===== config.mk =====
export PLATFORM = sky130hd
export DESIGN_NAME = mantle_slice_pack
export DESIGN_NICKNAME = d
export VERILOG_FILES = /design/src/rtl/mantle_slice_pack.sv
export SDC_FILE = /design/constraint.sdc
export NUM_CORES = 1
export LEC_CHECK = 0
export BUFFER_PORTS_ARGS = -buffer_cell sky130_fd_sc_hd__buf_2
export CORE_UTILIZATION = 45
export CTS_CLUSTER_DIAMETER = 60
export CTS_CLUSTER_SIZE = 28
export DETAILED_ROUTE_END_ITERATION = 16
export PLACE_DENSITY = 0.79
export SYNTH_ARGS = -nofsm -noshare
export SYNTH_HDL_FRONTEND = slang
export SYNTH_SLANG_ARGS = --single-unit
export TNS_END_PERCENT = 30

===== constraint.sdc =====
create_clock -name clk -period 2.28 [get_ports clk]
set_input_delay 0 -clock clk [delete_from_list [all_inputs] [get_ports clk]]
set_output_delay 0 -clock clk [all_outputs]
set_load 0.02 [all_outputs]

===== src/rtl/mantle_slice_pack.sv =====
`default_nettype none
// ============================================================================
// Module      : mantle_slice_pack
// Description : Reassembles a WIDTH-bit word from SLICE-bit slices arriving
//               on a valid/ready stream. Optionally un-swaps the halves of
//               slice 0. Registered output with backpressure. A start-of-word
//               flag resynchronises the assembly.
// Revision    : 1.0 - initial release
// ============================================================================
module mantle_slice_pack #(
    parameter int WIDTH = 16,
    parameter int SLICE = 4,
    parameter int SWAP0 = 1
) (
    input  logic             clk,
    input  logic             arst,
    input  logic             in_valid,
    output logic             in_ready,
    input  logic [SLICE-1:0] in_data,
    input  logic             in_first,
    output logic             out_valid,
    input  logic             out_ready,
    output logic [WIDTH-1:0] out_data,
    output logic             resync_err
);

    localparam int c_nsl = WIDTH / SLICE;
    localparam int c_cw  = (c_nsl > 1) ? $clog2(c_nsl) : 1;
    localparam logic [c_cw-1:0] c_last = c_cw'(c_nsl - 1);

    logic [c_cw-1:0]  r_cnt;
    logic [WIDTH-1:0] r_acc;
    logic [WIDTH-1:0] r_out_data;
    logic             r_out_valid;
    logic             r_resync_err;

    logic             w_accept;
    logic             w_resync;
    logic [c_cw-1:0]  w_k;
    logic [c_cw-1:0]  w_cnt_next;
    logic             w_is_last;
    logic [SLICE-1:0] w_slice0;
    logic [SLICE-1:0] w_slice;
    logic [WIDTH-1:0] w_acc_next;

    // The final slice may only be taken once the output register is free.
    assign in_ready = (r_cnt != c_last) || !r_out_valid || out_ready;

    assign w_accept   = in_valid && in_ready;
    // A start-of-word flag mid-word abandons the partial word.
    assign w_resync   = in_first && (r_cnt != '0);
    assign w_k        = in_first ? '0 : r_cnt;
    assign w_is_last  = (w_k == c_last);
    assign w_cnt_next = w_is_last ? '0 : (w_k + 1'b1);

    // Slice 0 optionally arrives with its two halves exchanged.
    generate
        if (SWAP0 != 0) begin : g_swap
            assign w_slice0 = {in_data[SLICE/2-1:0], in_data[SLICE-1:SLICE/2]};
        end else begin : g_noswap
            assign w_slice0 = in_data;
        end
    endgenerate

    assign w_slice = (w_k == '0) ? w_slice0 : in_data;

    // Merge the incoming slice into the accumulator; slice 0 starts a fresh word.
    always_comb begin
        w_acc_next = (w_k == '0) ? '0 : r_acc;
        w_acc_next[SLICE*int'(w_k) +: SLICE] = w_slice;
    end

    // Slice counter, accumulator and resync pulse.
    always_ff @(posedge clk or posedge arst) begin
        if (arst) begin
            r_cnt        <= '0;
            r_acc        <= '0;
            r_resync_err <= 1'b0;
        end else begin
            r_resync_err <= w_accept && w_resync;
            if (w_accept) begin
                r_cnt <= w_cnt_next;
                r_acc <= w_acc_next;
            end
        end
    end

    // Output holding register: a new load wins over a same-cycle delivery.
    always_ff @(posedge clk or posedge arst) begin
        if (arst) begin
            r_out_data  <= '0;
            r_out_valid <= 1'b0;
        end else begin
            if (w_accept && w_is_last) begin
                r_out_data  <= w_acc_next;
                r_out_valid <= 1'b1;
            end else if (out_ready) begin
                r_out_valid <= 1'b0;
            end
        end
    end

    assign out_valid  = r_out_valid;
    assign out_data   = r_out_data;
    assign resync_err = r_resync_err;

endmodule
`default_nettype wire


==> Implementation_results.wiki <==
{| class="wikitable"
! Metric !! Value
|-
| Wire length of the first global-routing pass || 7148 um
|-
| Post-synthesis sequential element count || 36
|-
| Nets || 198
|-
| Die Y || 65.01 um
|-
| Number of buffers created by CTS || 5
|-
| Worst path top cell family by delay || buffers and inverters
|-
| Library cell contributing the largest single delay on the critical path || sky130_fd_sc_hd__dlygate4sd3_1
|-
| Total buffers and inverters traversed by the critical path || 4
|-
| Library cells used by synthesis || 31
|-
| Number of synthesis warnings || 0
|-
| Number of global-route vias before repair || 1413
|-
| TritonCTS clock tree || yes
|-
| Synthesis-to-layout area growth || 18.00%
|-
| Total power || about 1900 uW
|-
| Most common library cell in the layout ignoring fill and taps || sky130_fd_sc_hd__dfrtp_1
|-
| Syn Area/Cell || 12.07 um2
|-
| Switching part of the total power || about a third
|-
| Setup TNS || 0 ns
|-
| Cts repair resizes || 0
|-
| Clock slew at reported path FFs || about 0.070 ns
|-
| Drt first-iter violations || 76
|-
| Status || finished clean
|-
| Vias per std cell || around 6
|-
| Unrepaired setup endpoints after global routing || no
|-
| Setup crit start kind || primary input
|-
| Number of flops mapped to enable cells by yosys || 0
|-
| Largest fanout on the critical path || 12
|-
| Leading cell types in the layout, fill and taps excluded || sky130_fd_sc_hd__dfrtp_1, sky130_fd_sc_hd__buf_2, sky130_fd_sc_hd__a32o_1
|-
| Final number of max-transition violations || 0
|-
| Worst stage delay on the critical path || about 0.54 ns
|-
| Final Routed Wirelength || approximately 4300 um
|-
| Clk Latency, worst-skew pair || 0.29 ns
|-
| Internal power || 1236 uW
|-
| Worst-path cell chain || dlygate4sd3_1 > buf_2 > nand2b_2 > buf_4 > inv_1 > ha_1 > nor2_1 > nand3b_1 > a32o_1
|-
| Mapped Area || around 0.0018 mm2
|-
| Post-synth top flop || sky130_fd_sc_hd__dfrtp_1
|-
| Total power per unit cell area || about 900 mW/mm2
|-
| Logic pwr share || 31.5%
|-
| Ratio of final minimum period to clock period || between 80% and 90%
|-
| Initial cell density of the core || 47.73%
|-
| Via count || 1402
|-
| Total gr overflow || 0
|-
| Slew at the pin with the worst max-slew slack || 0.6700 ns
|-
| Proportion of synthesized chip area in sequential cells || about 50%
|-
| Chip width || 65.01 um
|-
| TritonRoute pass-1 iters || 5
|-
| Pin count of the biggest net entering global routing || 20
|-
| Required arrival time at the worst endpoint || around 2.5 ns
|-
| Synthesized netlist cell count || approximately 150
|-
| Die footprint || 0.004226 mm2
|-
| Max Root-Sink Buffers || 2
|-
| Wire length per cell after detailed routing || between 15 and 20 um
|-
| IO buf count || 27
|-
| CTS H-tree lvls || 2
|-
| Path type of the worst setup path || in -> reg
|-
| Endpoint kind of the worst setup timing path || register
|-
| Fraction of power consumed by sequential logic || 44.0%
|-
| CTS Hold Buffers Added || 3
|-
| Number of top-level design ports || 28
|-
| Final hold vios || 0
|-
| Proportion of register bits with asynchronous set or reset after synthesis || 100.0%
|-
| Fraction of the core area covered by cells at the end of the flow || a little under three fifths
|-
| Max-slew headroom || a little under three fifths
|-
| Antenna diode count || 0
|-
| Final routed DRC violation total || 0
|-
| Area occupied by registers || 900.9 um2
|-
| Worst hold path type || in -> reg
|-
| Number of standard-cell rows in the floorplan || 22
|-
| Setup bufs post-CTS || 0
|-
| Achievable Freq || approximately 500 MHz
|-
| Placed wire-length estimate || 3135 um
|-
| Post-DRT Antenna Nets || 0
|-
| Worst IR Drop VDD || roughly 0.59 mV
|-
| Num Clock Sinks || 36
|-
| Crit path arrival time || around 2.2 ns
|-
| Static leakage || 0.0009704 uW
|-
| Total global routing track utilization || 22.94%
|-
| Worst clock skew || 0.007408 ns
|-
| Clock period minus final worst setup slack || 1.997 ns
|-
| Area used by multi-input combinational logic || 818.3 um2
|-
| Max cap viols || 0
|-
| Number of antenna violations at the first check in global routing || 0
|-
| FILL cells || 347
|-
| Fraction of power consumed by the clock network || 24.5%
|-
| Fraction of final layout cells with drive strength greater than 1 || a little under a third
|-
| CTS Root Buffer Type || sky130_fd_sc_hd__clkbuf_8
|-
| Core region area || 0.003744 mm2
|-
| Number of nets in the synthesized netlist || 163
|-
| Net switching component of the power || 655.0 uW
|-
| Count of endpoints failing setup in the final report || 0
|-
| Routability-driven placement congestion ratio || 0.8466
|}
==> per-layer routing <==
layer	GRT usage (%)	routed length [um]
met2	39.45	2136
met5	0	0
met3	5.106	227
met4	7.065	61
met1	28.54	1845
==> per-stage QoR <==
stage / hold WS, ns / instance area (um2) / setup slack [ns] / instances
final: 0.006176 / 2108 / 0.2828 / 232
after global routing: 0.02493 / 2108 / 0.1302 / 232
after CTS: 0.007011 / 2108 / 0.3118 / 232
after detailed placement: 0.1292 / 1986 / 0.3580 / 221
after global placement: 0.1186 / 1986 / 0.4205 / 221
after floorplan: 0.09645 / 1787 / 0.1328 / 148
==> cells by family after synthesis <==
| logic type | Yosys count | synth area share [%] |
|---|---|---|
| adder cells (fa/ha/maj) | 6 | 4.202 |
| flip-flops | 36 | 50.42 |
| multiplexers | 9 | 5.672 |
| buffers and inverters | 14 | 3.781 |
| AND/OR/NAND/NOR | 38 | 13.94 |
| AO/OA/AOI/OAI | 45 | 21.99 |
==> power groups by stage <==
stage          Clock (uW)  Combinational (uW)  Sequential, uW
2_1_floorplan           0                 283             959
3_3_place_gp            0                 580             835
3_5_place_dp            0                 593             845
4_1_cts               465                 598             836
5_1_grt               494                 646             851
6_report              462                 597             832
==> flip-flops by register name, summed over array words and instances (netlist names) <==
register / cells
r_acc: 16
r_cnt: 2
out_data: 16
resync_err: 1
out_valid: 1
==> worst paths after layout <==
path,depth (start not counted),to,slack [ns],start
setup / recovery,9,r_acc[6],0.28,in_first
max in group asynchronous,4,out_data[2],1.24,arst
hold / removal,2,r_acc[1],0.006,in_data[3]
min in group asynchronous,3,resync_err,0.34,arst
hold reg to reg,1,r_acc[4],0.50,r_acc[4]
setup reg to reg,5,out_data[12],0.34,r_cnt[1]
==> cells in the mapped netlist, types with 2 or more instances <==
master / count / area, um2
sky130_fd_sc_hd__a32o_1: 14 / 140.1
sky130_fd_sc_hd__a2bb2oi_1: 10 / 87.58
sky130_fd_sc_hd__buf_2: 3 / 15.01
sky130_fd_sc_hd__nor2_1: 5 / 18.77
sky130_fd_sc_hd__ha_1: 6 / 75.07
sky130_fd_sc_hd__and2_1: 2 / 12.51
sky130_fd_sc_hd__and3_1: 2 / 12.51
sky130_fd_sc_hd__nand2_1: 3 / 11.26
sky130_fd_sc_hd__nand4_1: 8 / 50.05
sky130_fd_sc_hd__clkbuf_1: 4 / 15.01
sky130_fd_sc_hd__nand3_1: 6 / 30.03
sky130_fd_sc_hd__o2bb2ai_1: 8 / 70.07
sky130_fd_sc_hd__dfrtp_1: 36 / 900.9
sky130_fd_sc_hd__a211oi_1: 10 / 75.07
sky130_fd_sc_hd__nand3b_1: 4 / 30.03
sky130_fd_sc_hd__mux2_2: 9 / 101.4
sky130_fd_sc_hd__inv_1: 4 / 15.01
==> cell type report <==
type	instances	share of cell area, %
repair buffers	37	10.33
multi-input cells	98	38.81
well taps	48	2.849
clock buffers	6	3.917
inverters	5	0.8902
flip-flops and latches	36	42.73
clock inverters	2	0.4748
No activity file was read; power rests on OpenSTA's default activity.
